[config.mk]
export PLATFORM = sky130hd
export DESIGN_NAME = tile_palette_bank
export DESIGN_NICKNAME = d
export VERILOG_FILES = /design/src/rtl/tile_palette_bank.sv
export SDC_FILE = /design/constraint.sdc
export NUM_CORES = 1
export LEC_CHECK = 0
export ABC_CLOCK_PERIOD_IN_PS = 4620
export CAP_MARGIN = 5
export CORE_MARGIN = 5
export CORE_UTILIZATION = 45
export CTS_CLUSTER_SIZE = 28
export DETAILED_ROUTE_END_ITERATION = 8
export GPL_TIMING_DRIVEN = 1
export PLACE_DENSITY = 0.61
export SYNTH_ARGS = -nofsm -noshare
export SYNTH_HDL_FRONTEND = slang
export SYNTH_SLANG_ARGS = --single-unit
[constraint.sdc]
create_clock -name Clk -period 4.62 [get_ports Clk]
set_input_delay 0.924 -clock Clk [delete_from_list [all_inputs] [get_ports Clk]]
set_output_delay 0.924 -clock Clk [all_outputs]
set_load 0.1 [all_outputs]
[src/rtl/tile_palette_bank.sv]
// Multi-bank runtime-writable colour palette with transparency flag and global fade scale.
// Latency: 2 cycles from accepted rd_valid to out_valid; writes visible the cycle after acceptance.
// Backpressure: none on reads; wr_ready low while the post-reset clear runs, high in RUN.
module tile_palette_bank #(
    parameter int INDEX_W         = 4,
    parameter int CH_W            = 4,
    parameter int NUM_BANKS       = 4,
    parameter int TRANSPARENT_IDX = 0
) (
    input  logic                         Clk,
    input  logic                         Reset_n,
    input  logic                         wr_valid,
    output logic                         wr_ready,
    input  logic [$clog2(NUM_BANKS)-1:0] wr_bank,
    input  logic [INDEX_W-1:0]           wr_index,
    input  logic [3*CH_W-1:0]            wr_color,
    input  logic                         rd_valid,
    input  logic [$clog2(NUM_BANKS)-1:0] rd_bank,
    input  logic [INDEX_W-1:0]           rd_index,
    input  logic [CH_W-1:0]              fade_level,
    output logic                         init_done,
    output logic                         out_valid,
    output logic                         out_transparent,
    output logic [CH_W-1:0]              red,
    output logic [CH_W-1:0]              green,
    output logic [CH_W-1:0]              blue
);

    localparam int BANK_W = $clog2(NUM_BANKS);
    localparam int ADDR_W = BANK_W + INDEX_W;
    localparam int DEPTH  = NUM_BANKS << INDEX_W;
    localparam int WORD_W = 3 * CH_W;
    localparam int PW     = 2 * CH_W + 1;

    typedef enum logic {S_INIT, S_RUN} state_t;

    state_t              state;
    logic [ADDR_W-1:0]   init_cnt;
    logic [WORD_W-1:0]   mem [DEPTH];

    logic                s1_vld;
    logic [WORD_W-1:0]   s1_word;
    logic                s1_transp;
    logic [CH_W-1:0]     s1_fade;

    logic [CH_W-1:0]     fade_r;
    logic [CH_W-1:0]     fade_g;
    logic [CH_W-1:0]     fade_b;

    // Scale one channel by (fade+1)/2^CH_W; full-width product so 15*16 cannot wrap.
    function automatic logic [CH_W-1:0] scale(input logic [CH_W-1:0] c, input logic [CH_W-1:0] f);
        logic [PW-1:0] f_p1;
        logic [PW-1:0] prod;
        f_p1 = PW'(f) + PW'(1);
        prod = PW'(c) * f_p1;
        return prod[2*CH_W-1:CH_W];
    endfunction

    // Clear sequencer: walk every entry once after reset, then enable writes and reads.
    always_ff @(posedge Clk or negedge Reset_n) begin
        if (!Reset_n) begin
            state     <= S_INIT;
            init_cnt  <= '0;
            init_done <= 1'b0;
            wr_ready  <= 1'b0;
        end else begin
            case (state)
                S_INIT: begin
                    init_cnt <= init_cnt + ADDR_W'(1);
                    if (init_cnt == ADDR_W'(DEPTH - 1)) begin
                        state     <= S_RUN;
                        init_done <= 1'b1;
                        wr_ready  <= 1'b1;
                    end
                end
                default: begin
                    init_done <= 1'b1;
                    wr_ready  <= 1'b1;
                end
            endcase
        end
    end

    // Palette storage: zero-fill during INIT, host writes in RUN; no async reset on contents.
    always_ff @(posedge Clk) begin
        if (state == S_INIT) begin
            mem[init_cnt] <= '0;
        end else if (wr_valid && wr_ready) begin
            mem[{wr_bank, wr_index}] <= wr_color;
        end
    end

    // Stage 1: fetch entry (old value on same-cycle write), transparency and fade snapshot.
    always_ff @(posedge Clk or negedge Reset_n) begin
        if (!Reset_n) begin
            s1_vld    <= 1'b0;
            s1_word   <= '0;
            s1_transp <= 1'b0;
            s1_fade   <= '0;
        end else begin
            s1_vld    <= rd_valid && (state == S_RUN);
            s1_word   <= mem[{rd_bank, rd_index}];
            s1_transp <= (rd_index == INDEX_W'(TRANSPARENT_IDX));
            s1_fade   <= fade_level;
        end
    end

    // Per-channel fade of the stage-1 word.
    always_comb begin
        fade_r = scale(s1_word[3*CH_W-1:2*CH_W], s1_fade);
        fade_g = scale(s1_word[2*CH_W-1:CH_W],   s1_fade);
        fade_b = scale(s1_word[CH_W-1:0],        s1_fade);
    end

    // Stage 2: register faded colour; data holds its last value when no lookup arrives.
    always_ff @(posedge Clk or negedge Reset_n) begin
        if (!Reset_n) begin
            out_valid       <= 1'b0;
            out_transparent <= 1'b0;
            red             <= '0;
            green           <= '0;
            blue            <= '0;
        end else begin
            out_valid <= s1_vld;
            if (s1_vld) begin
                out_transparent <= s1_transp;
                red             <= fade_r;
                green           <= fade_g;
                blue            <= fade_b;
            end
        end
    end

endmodule

== Yosys cells after proc, flatten, opt, wreduce, memory -nomap -nowiden ==
Memories as Yosys holds them, arrays and structs flattened. A register that Yosys moved wholly into a read port is not among the register bits.
Index checks and enable logic that the tools add are counted.

* Div/mod/pow operators: 0
* $lt $le $gt $ge: 0
* Muxes and demuxes: 11
* Add/sub/neg operators: 2
* Bitwise logic cells: 0
* Reduce and logical (&&, ||, !) cells: 6
* Multiply operators: 3
* Shifts and indexed selects: 0
* Eq/ne operators: 1

{| class="wikitable"
|+ Operators by type and width
! kind !! number
|-
| 4-bit by 9-bit multiplier with 8-bit output || 2
|-
| 12-bit 2-to-1 mux || 1
|-
| 12-bit OR reduction || 1
|-
| 1-bit 2-to-1 mux || 9
|-
| 4-bit by 5-bit multiplier with 8-bit output || 1
|-
| 6-bit by 1-bit adder with 6-bit output (second input constant) || 1
|-
| 6-bit == test (second input constant) || 1
|-
| 6-bit 2-to-1 mux || 1
|-
| 4-bit by 1-bit adder with 5-bit output (second input constant) || 1
|-
| 4-bit logical NOT || 1
|-
| 1-bit logical AND || 2
|-
| 2-bit nonzero test || 1
|-
| 1-bit logical NOT || 1
|}

* Memory bits (writable): 768
* Bits in latches: 0
* Bits of input ports: 32
* Memory bits (read-only): 0
* Bits in registers: 28
* Output and inout port bits: 16
* Logic and storage cells: 35
* Memories: 1

{| class="wikitable"
|+ Memories
! memory !! depth !! width !! read ports !! clocked after memory_dff !! wr ports !! RTL line !! RTL
|-
| mem || 64 || 12 || 1 || 1 || 1 || 39 || <nowiki>logic [WORD_W-1:0] mem [DEPTH];</nowiki>
|}

== Depth between registers and ports, before layout ==
* Word-level depth: 6
* Depth in mapped cells: 14
* Mapped depth without buffers: 13

== Worst setup path before layout ==
No wires, ideal clock.

* Path kind: flip-flop to flip-flop
* Start point: register s1_fade[0]
* End point: register red[2]
* Stages on the path, launching flop included: 14
* Buffers on the path: 1
* Arrival: 3.303 ns
* Clock period less this slack: 3.429 ns
* Setup slack: 1.191 ns
* Library setup time: 0.125 ns
* Data required time: 4.495 ns
* Cells stage by stage: dfrtp_1 ha_1 xor2_1 clkbuf_1 nand2_1 fa_1 inv_1 fa_1 ha_1 nand4_1 o21ai_0 a21oi_1 xnor2_1 mux2_2

* Longest elaborated chain between the ends: 2

{| class="wikitable"
|+ RTL lines
! element !! RTL line !! RTL
|-
| from (decl) || 44 || <nowiki>logic [CH_W-1:0] s1_fade;</nowiki>
|-
| from (signal assigned) || 104 || <nowiki>s1_fade <= fade_level;</nowiki>
|-
| 4-bit by 1-bit adder with 5-bit output || 54 || <nowiki>f_p1 = PW'(f) + PW'(1);</nowiki>
|-
| 4-bit by 9-bit multiplier with 8-bit output || 55 || <nowiki>prod = PW'(c) * f_p1;</nowiki>
|-
| to (signal assigned) || 127 || <nowiki>red <= fade_r;</nowiki>
|-
| to (decl) || 24 || <nowiki>output logic [CH_W-1:0] red,</nowiki>
|}

Every way passes these cells.
A chain may end at the register's enable or synchronous reset.

== Worst setup path in the final report ==
Same ends and word-level chain as after synthesis.

==> results.md <==
- In the synthesized netlist the async set-or-reset flop fraction comes to 4.95%.
- The maximum fanout count along the critical path is 9.
- The type of origin of the critical path is a flip-flop.
- The switching part of the total power is 21.2%.
- The register clock-pin slew on the reported worst setup and hold paths is 60 ps.
- Including well taps, the total number of placed cells is 2704.
- Summed over all layers, the routed wires come to 83000 um.
- Power spread over the standard cell area amounts to 409 nW/um^2.
- The ratio of routed vias to standard cells is 5.93.
- The initial antenna violation count is 1.
- After the first detailed-routing iteration, the DRC count stood at 1977.
- The total setup violations reported at the end of the flow is 0.
- For this design the total switching power over the nets is 3.25 mW.
- In the layout the commonest cells are 768 x sky130_fd_sc_hd__edfxtp_1, 163 x sky130_fd_sc_hd__mux4_2, 113 x sky130_fd_sc_hd__buf_4, 86 x sky130_fd_sc_hd__nor2_1, 86 x sky130_fd_sc_hd__clkbuf_16.
- The number of buffers and inverters on the critical path is 2.
- The die extent in x is 279 um.
- The HPWL after detailed placement is 52900 um.
- In this run the mean area of a mapped cell was 19.6 um^2.
- The final cycle utilization of the critical path is 84.1%.
- The count of fill cells added during filler insertion is 5629.
- The clock root buffer is sky130_fd_sc_hd__clkbuf_16.
- Subtracting the final worst setup slack from the clock period gives 3890 ps.
- The detail route stage leaves a number of antenna-violating nets equal to 0.
- The pin count of the biggest net entering global routing is 71.
- The total overflow left after global routing is 0.
- The type of the setup path with the least slack is flip-flop to flip-flop.
- The number of different library cells in the post-synthesis netlist is 60.
- Setup repair after global routing left no endpoint under its margin.
- The internal power summed over all cells is 12.1 mW.
- After detailed routing, the average wire length per cell comes to 29.1 um.
- The count of warnings emitted by yosys is 0.
- For this run, the number of standard cells in the final layout without fillers is 2855.
- Counting flops with a built-in enable in the synthesized netlist gives 768.
- The first global-routing pass estimated 121000 um of wire.
- Post-CTS timing repair inserted 0 buffers for setup.
- For the pin with the worst max-slew slack, the measured transition is 1190 ps.
- The post-synthesis cell count is 1668.
- The setup TNS is 0 ps.
- The commonest register cell after synthesis is sky130_fd_sc_hd__edfxtp_1.
- Walking the worst path, the cells encountered are ha_1 -> xor2_1 -> buf_4 -> nand2_1 -> fa_1 -> inv_1 -> fa_1 -> ha_1 -> nand4_1 -> o21ai_0 -> a21oi_1 -> xnor2_1 -> mux2_2.
- The number of clock sinks is 808.
- The clock passes through at most 3 buffers.
- The number of H-tree levels is 3.
- Grouping stages by cell kind, the critical path spends the most delay in adder cells.
- The clock share of power is 43.3%.
- TritonCTS built the clock tree.
- For this run, design rule violations remaining after detail routing come to 0.
- After synthesis the cells add up to 32700 um^2.
- The final-report hold violation count was 0.
- The number of buffers added on ports is 47.
- Gates resized during post-CTS repair numbered 0.
- The routability-driven placement congestion ratio is 0.973.
- Compared with the post-synthesis result, the final layout area differs by 14.9%.
- The number of flip-flops and latches in the synthesized netlist is 808.
- Buffers inserted to repair hold after CTS numbered 0.
- The first-pass detailed-route iteration total is 5.
- The number of max-slew violations in the final report came to 0.
- The worst-path cell with the longest stage delay is sky130_fd_sc_hd__fa_1.
- The sequential fraction of the synthesis area is 73.7%.
- In the global route stage, overall resource usage came out at 21.2%.
- The power share of the sequential group is 51.7%.
- The total I/O pin count is 48.
- The type of the most critical hold path is flip-flop to flip-flop.
- On the worst path, the slowest cell contributes a delay of 550 ps.
- The number of maximum-capacitance constraint violations is 0.
- After the last flow step, the layout net total stands at 1915.
- In the final layout, the share of cells above drive strength 1 is 23.3%.
- The clock reaches the later pin of the worst-skew pair after 630 ps.
- The floorplan step defined a die boundary enclosing 78100 um^2.
- The number of vias in the routed layout is 16942.
- The worst hold slack after final layout is 479 ps.
- Row generation in the floorplan step produced 98 rows.
- The worst ir drop on vdd is 0.295 mV.
- The via count of the first global-routing pass was 16904.
- Counting the buffers created by CTS gives 83.
- The setup slack at placement is 772 ps.
- The run finished with clean final reports.
- The most common library cell in the layout ignoring fill and taps is sky130_fd_sc_hd__edfxtp_1.
- The relative slew slack is 20.9%.
- The largest clock skew in the final design is 28.1 ps.
- At the worst endpoint, the arrival time is 4400 ps.
- The share of total power in combinational logic is 5.0%.
- STA puts the critical path data required time at 5140 ps.
- The floorplan step defined a core boundary enclosing 71700 um^2.
- The endpoint type of the worst setup path is a flip-flop.
- The number of antenna diodes in the final layout is 0.
- In this run the vertical extent of the chip is 279 um.
- The analysis attributes to cell leakage a power of 10.6 nW.
- Once the floorplan was initialized, standard cells occupied 45.5% of the core.
- The smallest setup slack after layout is 732 ps.
- The highest clock rate is 0.257 GHz.
- The total nets after synthesis is 1744.
through the flow:
step | instance area, um^2 | util, % | power, mW
2_1_floorplan | 32700 | - | 8.63
3_3_place_gp | 34900 | 48.6 | 8.84
3_5_place_dp | 34900 | 48.6 | 8.86
4_1_cts | 37600 | 52.4 | 15.4
5_1_grt | 37600 | 52.4 | 15.8
6_report | 37600 | 52.4 | 15.3
area by class of cell:
cell class	instances	area (um^2)	area share (%)
inverters	29	109	0.290
clock inverters	43	437	1.16
clock buffers	108	2250	6.00
repair buffers	167	1470	3.90
multi-input cells	750	8040	21.4
flip-flops and latches	808	24100	64.1
well taps	950	1190	3.17
synth_stat cells, drive strengths merged (3+ instances only):
cell type	count	area, um^2
and2	47	294
a211o	18	158
ha	29	363
edfxtp	768	23100
clkbuf	26	97.6
nand4	6	37.5
o21a	6	45.0
o21ai	10	50.1
mux2	19	214
dfrtp	40	1000
nand2	52	195
o21bai	5	37.5
a221o	3	30.0
or3b	4	35.0
o2111a	3	33.8
nor3b	3	22.5
fa	15	300
nand4b	4	35.0
nand2b	9	56.3
mux4	163	3670
a32oi	5	43.8
buf	55	382
a221oi	3	26.3
xnor2	18	158
or2	3	18.8
a41oi	5	43.8
a211oi	13	97.6
o221ai	11	96.3
a31oi	5	31.3
o22ai	33	206
nor2	87	327
o31ai	5	37.5
nor2b	11	68.8
or3	5	31.3
nand3	16	80.1
nand3b	5	37.5
a21oi	17	85.1
a22oi	9	67.6
a22o	4	35.0
nor4	4	25.0
inv	29	109
mux2i	83	831
cells by family (layout without fill, tap and decap cells):
group	Yosys count	count (layout)	share of synthesized area (%)
DFF	808	808	73.7
muxes	265	265	14.4
and+or+nand+nor	259	259	3.92
AOI/OAI and AO/OA	163	163	3.65
buffers and inverters	110	347	1.80
adders and majority gates	44	44	2.03
xor gates and xnor gates	19	19	0.509
state kept, by name, summed over array words and instances, names as in the netlist:
| register | count |
|---|---|
| green | 4 |
| out_valid | 1 |
| blue | 4 |
| s1_transp | 1 |
| s1_word | 12 |
| init_done | 1 |
| out_transparent | 1 |
| red | 4 |
| mem | 768 |
| s1_vld | 1 |
| s1_fade | 4 |
| state | 1 |
| init_cnt | 6 |
routing by layer:
layer  track usage, %  part of all wire [%]  wire length (um)
met5                0                     0                 0
met4             7.92                   3.7              3090
met3             4.18                   8.0              6670
met2             32.9                    47             38900
met1             30.2                    41             34300
path summary, 6_finish.rpt:
| kind | slack [ps] | cells past startpoint | from | to |
|---|---|---|---|---|
| setup / recovery | 730 | 13 | s1_fade[0]$_DFF_PN0_ | red[2]$_DFFE_PN0P_ |
| setup reg to reg | 730 | 13 | s1_fade[0]$_DFF_PN0_ | red[2]$_DFFE_PN0P_ |
| max in group asynchronous | 3350 | 1 | Reset_n | s1_word[0]$_DFF_PN0_ |
| hold reg to reg | 480 | 1 | s1_transp$_DFF_PN0_ | out_transparent$_DFFE_PN0P_ |
| min in group asynchronous | 540 | 1 | Reset_n | out_valid$_DFF_PN0_ |
| hold / removal | 480 | 1 | s1_transp$_DFF_PN0_ | out_transparent$_DFFE_PN0P_ |
worst register-to-register path, cell delays in order (launching register included):
cell	delay, ps
sky130_fd_sc_hd__dfrtp_1	510
sky130_fd_sc_hd__ha_1	300
sky130_fd_sc_hd__xor2_1	350
sky130_fd_sc_hd__buf_4	240
sky130_fd_sc_hd__nand2_1	90
sky130_fd_sc_hd__fa_1	550
sky130_fd_sc_hd__inv_1	60
sky130_fd_sc_hd__fa_1	450
sky130_fd_sc_hd__ha_1	290
sky130_fd_sc_hd__nand4_1	120
sky130_fd_sc_hd__o21ai_0	270
sky130_fd_sc_hd__a21oi_1	160
sky130_fd_sc_hd__xnor2_1	150
sky130_fd_sc_hd__mux2_2	260
power groups by stage:
stage | clock (mW) | sequential [mW] | combinational (mW)
floorplan | 0 | 8.07 | 0.557
global placement | 0 | 8.09 | 0.757
detailed placement | 0 | 8.09 | 0.773
CTS | 6.73 | 7.93 | 0.778
global route | 7.07 | 7.93 | 0.852
finish | 6.64 | 7.93 | 0.771
(Power assumes the default switching activity.)
